`src/rtl/axi_10g_ethernet_0_user_pkg.sv`:
```
// Shared definitions for the user traffic generator and checker so both
// sides agree on the incrementing-byte pattern and tkeep handling.
package axi_10g_ethernet_0_user_pkg;

  localparam int PAT_BYTE_W = 8;

  typedef enum logic {
    UNLOCKED = 1'b0,
    LOCKED   = 1'b1
  } chk_state_t;

  // Contiguous-from-LSB check; an all-zero keep has no hole and passes.
  function automatic logic keep_legal(input logic [7:0] tkeep);
    return ((tkeep & (tkeep + 8'd1)) == 8'd0);
  endfunction

  function automatic logic [3:0] keep_count(input logic [7:0] tkeep);
    logic [3:0] cnt;
    cnt = 4'd0;
    for (int i = 0; i < 8; i++) begin
      cnt = cnt + {3'd0, tkeep[i]};
    end
    return cnt;
  endfunction

endpackage

```
`src/rtl/axi_10g_ethernet_0_user_checker_window.sv`:
```
// Fixed-length throughput window: free-running cycle counter plus a byte
// accumulator that is snapshotted into window_bytes at terminal count.
module axi_10g_ethernet_0_user_checker_window
  import axi_10g_ethernet_0_user_pkg::*;
#(
  parameter int WINDOW_CYCLES = 156_250_000
) (
  input  logic        s_aclk,
  input  logic        s_aresetn,
  input  logic        clear,
  input  logic [3:0]  byte_incr,
  output logic [63:0] window_bytes,
  output logic        window_valid
);

  localparam int CNT_W = $clog2(WINDOW_CYCLES);
  localparam logic [CNT_W-1:0] TC = CNT_W'(WINDOW_CYCLES - 1);

  logic [CNT_W-1:0] cyc_cnt;
  logic [63:0]      acc;
  logic             tc;

  assign tc = (cyc_cnt == TC);

  always_ff @(posedge s_aclk) begin
    if (!s_aresetn) begin
      cyc_cnt      <= '0;
      acc          <= '0;
      window_bytes <= '0;
      window_valid <= 1'b0;
    end else begin
      window_valid <= tc;
      if (tc) begin
        cyc_cnt      <= '0;
        window_bytes <= acc + 64'(byte_incr);
        acc          <= '0;
      end else begin
        cyc_cnt <= cyc_cnt + CNT_W'(1);
        acc     <= clear ? 64'd0 : acc + 64'(byte_incr);
      end
    end
  end

endmodule

```
`config.mk`:
```
export PLATFORM = sky130hd
export DESIGN_NAME = axi_10g_ethernet_0_user_checker_window
export DESIGN_NICKNAME = d
export VERILOG_FILES = /design/src/rtl/axi_10g_ethernet_0_user_pkg.sv /design/src/rtl/axi_10g_ethernet_0_user_checker_window.sv
export SDC_FILE = /design/constraint.sdc
export NUM_CORES = 1
export LEC_CHECK = 0
export CAP_MARGIN = 20
export CORE_MARGIN = 2
export CORE_UTILIZATION = 51
export CTS_CLUSTER_DIAMETER = 50
export DETAILED_ROUTE_END_ITERATION = 16
export GPL_TIMING_DRIVEN = 1
export PLACE_DENSITY = 0.76
export SYNTH_ARGS = -nofsm -noshare
export SYNTH_HDL_FRONTEND = slang
export SYNTH_SLANG_ARGS = --single-unit
export TNS_END_PERCENT = 1
```
`constraint.sdc`:
```
create_clock -name s_aclk -period 2.9 [get_ports s_aclk]
set_clock_uncertainty 0.2 [all_clocks]
set_input_delay 0.87 -clock s_aclk [delete_from_list [all_inputs] [get_ports s_aclk]]
set_output_delay 0.87 -clock s_aclk [all_outputs]
set_load 0.05 [all_outputs]
```
==> results.yml <==
grt:
  via_count_of_the_first_global_routing_pass: 5359
  antenna_found_initial: 0
  wire_length_of_the_first_global_routing_pass_um: 26000
  globalRouteTotalUtil_pct: 24.5
  overflow_left_after_global_routing: 0
  largest_net_degree_at_the_start_of_global_routing: 60
cts:
  cts_tree: "yes"
  cts.htree.levels: 4
  clock_insertion_delay_worst_skew_ns: 0.42
  clockRootBuffer: "sky130_fd_sc_hd__clkbuf_16"
  postCtsHoldBufs: 0
  number_of_buffers_inserted_during_clock_tree_synthesis: 17
  max-clock-path-buffers: 2
  cts.clk_slew.worst_paths_ns: 0.06
  cts_sinks: 157
power:
  power.leakage_nw: 2.77
  power_density_mw_per_mm2: 574
  max-vdd-ir-drop_v: 0.000525
finish:
  num-fill-cells: 1040
  post-route-util_pct: 65.9
  layout.nets: 832
  final-seq-area_mm2: 0.00315
  area_used_by_multi_input_combinational_logic_mm2: 0.00322
  diodes: 0
  areaGrowthSynthToFinish_pct: 27.5
  fin_area_mm2: 0.00825
  share_of_final_layout_standard_cells_stronger_than_drive_strength_1_pct: 10.9
  finalNonFillerCells: 1004
sta:
  post_layout_min_period_ns: 2.82
  timing_hold_violations_final: 0
  setup_viol_count_final: 0
  layout_worst_path_cycle_share_pct: 97.4
  report.final.slew_viol_count: 0
  fmax_ghz: 0.354
  grt_setup_unrepaired: "no"
  sum_of_negative_setup_slack_ns: 0
  slew_headroom_pct: 62.7
  timing_worst_slew_pin_value_ns: 0.555
drt:
  detail_route.first_pass.iterations: 5
  detail_route.vias_per_cell: 5.44
  detailroute.via_count: 5460
  route.antenna.remaining_nets: 0
  wl_um: 15600
  drt_iter0_drc: 302
  post-route-drc-count: 0
  post_drt_wl_per_cell_um: 15.5
setup_path:
  worst_setup_path_end_kind: "flip-flop"
  critical_path.max_stage_delay_ns: 0.44
  worst-endpoint-required_ns: 3.01
  critPathKind: "in -> reg"
  critical_path.top_delay_family: "simple AND/OR/NAND/NOR gates"
  worstPathCellList: "dlygate4sd2_1 -> ha_4 -> o21ai_1 -> o21ba_2 -> or4_4 -> buf_12 -> nor4_4 -> xnor2_2 -> a21oi_1"
  critical_path.n_buffers_inverters: 2
  timing.critical_path.slowest_stage_cell: "sky130_fd_sc_hd__or4_4"
  worstSetupStartpointType: "input pin"
  worst-path-max-fanout: 8
  worstPathArrival_ns: 2.93
floorplan:
  initial_core_util_pct: 51.7
  placement_rows: 41
  ios: 72
  core_mm2: 0.0125
  die_x_um: 117
  design.die.area_mm2: 0.0136
  die_h_um: 117
placement:
  place.detailed.instances: 971
  placement.cell_area_mm2: 0.00752
  placement.io_buffers: 71
  gpl.final_weighted_congestion: 0.939
  dpl_hpwl_um: 10500
yosys:
  synth_top_cell_area_share_pct: 48.5
  post_synth_num_cell_types: 45
  synthDominantAreaCellType: "sky130_fd_sc_hd__dfxtp_1"
  netlist_area_mm2: 0.00647
  postSynthAreaPerCell_um2: 8.82
  postSynthNetCount: 747
  synth.area.top_cells: "sky130_fd_sc_hd__dfxtp_1 (49%), sky130_fd_sc_hd__xnor2_1 (8.9%), sky130_fd_sc_hd__nor2_1 (8.8%)"
  yosys.cell_count.top_type: "sky130_fd_sc_hd__dfxtp_1"
  synth_ff_type: "sky130_fd_sc_hd__dfxtp_1"
  synth_top_cells_by_count: "sky130_fd_sc_hd__dfxtp_1 (157), sky130_fd_sc_hd__nor2_1 (151), sky130_fd_sc_hd__xnor2_1 (66), sky130_fd_sc_hd__o21ai_0 (40), sky130_fd_sc_hd__a21oi_1 (39)"
  post_synthesis_async_set_or_reset_flop_share_pct: 0
  postSynthRegisterBits: 157
  yosysWarnings: 0
  netlist_instances: 734
  synth_enable_flop_cells: 0
  seq_area_frac_synth_pct: 48.5
job:
  cap_violations: 0
outcome:
  status: "complete, no violations"
min_path:
  min_path_type: "reg -> reg"
==> through the flow <==
step	hold WS [ns]	setup WS (ns)	power, mW
floorplan	0.230	-0.00727	2.29
global placement	0.245	-0.587	2.34
detailed placement	0.262	-0.638	2.34
CTS	0.275	0.00803	4.74
global route	0.309	0.00201	4.86
finish	0.278	0.0767	4.74
==> metal layers <==
metal  global-route usage, %  share of wire, %  routed length, um
met1                    31.4                44               6930
met2                    40.8                49               7640
met3                    5.19               4.6                719
met4                    9.33               1.9                293
met5                       0                 0                  0
==> cell usage in the layout (no fill, tap or decap), types with 17 or more instances in the layout <==
| cell type | Yosys | final |
|---|---|---|
| sky130_fd_sc_hd__a211oi_1 | 21 | 20 |
| sky130_fd_sc_hd__clkdlybuf4s50_1 | 0 | 67 |
| sky130_fd_sc_hd__a21oi_1 | 39 | 39 |
| sky130_fd_sc_hd__nand2_1 | 29 | 29 |
| sky130_fd_sc_hd__xnor2_1 | 66 | 64 |
| sky130_fd_sc_hd__clkbuf_16 | 0 | 17 |
| sky130_fd_sc_hd__inv_1 | 18 | 18 |
| sky130_fd_sc_hd__xor2_1 | 22 | 22 |
| sky130_fd_sc_hd__o21ai_0 | 40 | 39 |
| sky130_fd_sc_hd__buf_4 | 0 | 25 |
| sky130_fd_sc_hd__dfxtp_1 | 157 | 155 |
| sky130_fd_sc_hd__nand3_1 | 27 | 27 |
| sky130_fd_sc_hd__nor2_1 | 151 | 151 |
| sky130_fd_sc_hd__nand4_1 | 23 | 23 |
==> registers in the layout, indices dropped and copies added, names as in the netlist <==
name / cells
acc: 64
window_bytes: 64
cyc_cnt: 28
window_valid: 1
==> timing repair <==
item	CTS	global route
gates resized for setup	18	6
setup endpoints to repair	59	9
pin swaps	10	5
setup buffers	1	0
==> path summary, 6_finish.rpt <==
kind	from	to	slack (ns)	depth (start not counted)
hold / removal	cyc_cnt[0]$_SDFF_PP0_	cyc_cnt[0]$_SDFF_PP0_	0.28	1
setup reg to reg	acc[22]$_SDFF_PP0_	window_bytes[63]$_SDFFE_PN0P_	0.11	7
setup / recovery	byte_incr[3]	window_bytes[63]$_SDFFE_PN0P_	0.08	9
hold reg to reg	cyc_cnt[0]$_SDFF_PP0_	cyc_cnt[0]$_SDFF_PP0_	0.28	1
==> area by class of cell <==
type	instances	share of cell area [%]
clock buffers	21	5.58
clock inverters	11	2.29
inverters	18	0.819
repair buffers	100	11.5
multi-input cells	525	39.1
well taps	172	2.61
flip-flops and latches	157	38.1
==> kinds of logic after synthesis <==
group | Yosys count | share of synthesized area (%)
AO/OA/AOI/OAI | 108 | 9.51
XOR/XNOR | 88 | 11.9
adder cells (fa/ha/maj) | 6 | 1.28
buffers and inverters | 52 | 3.25
flip-flops | 157 | 48.5
multiplexers | 4 | 0.618
AND/OR/NAND/NOR | 319 | 24.9
==> report_power, final <==
group          switching, mW  internal, mW
Combinational         0.0748        0.0551
Clock                  0.866          1.57
Sequential           0.00755          2.16
Total                  0.948          3.79
No activity file was read; power rests on OpenSTA's default activity.
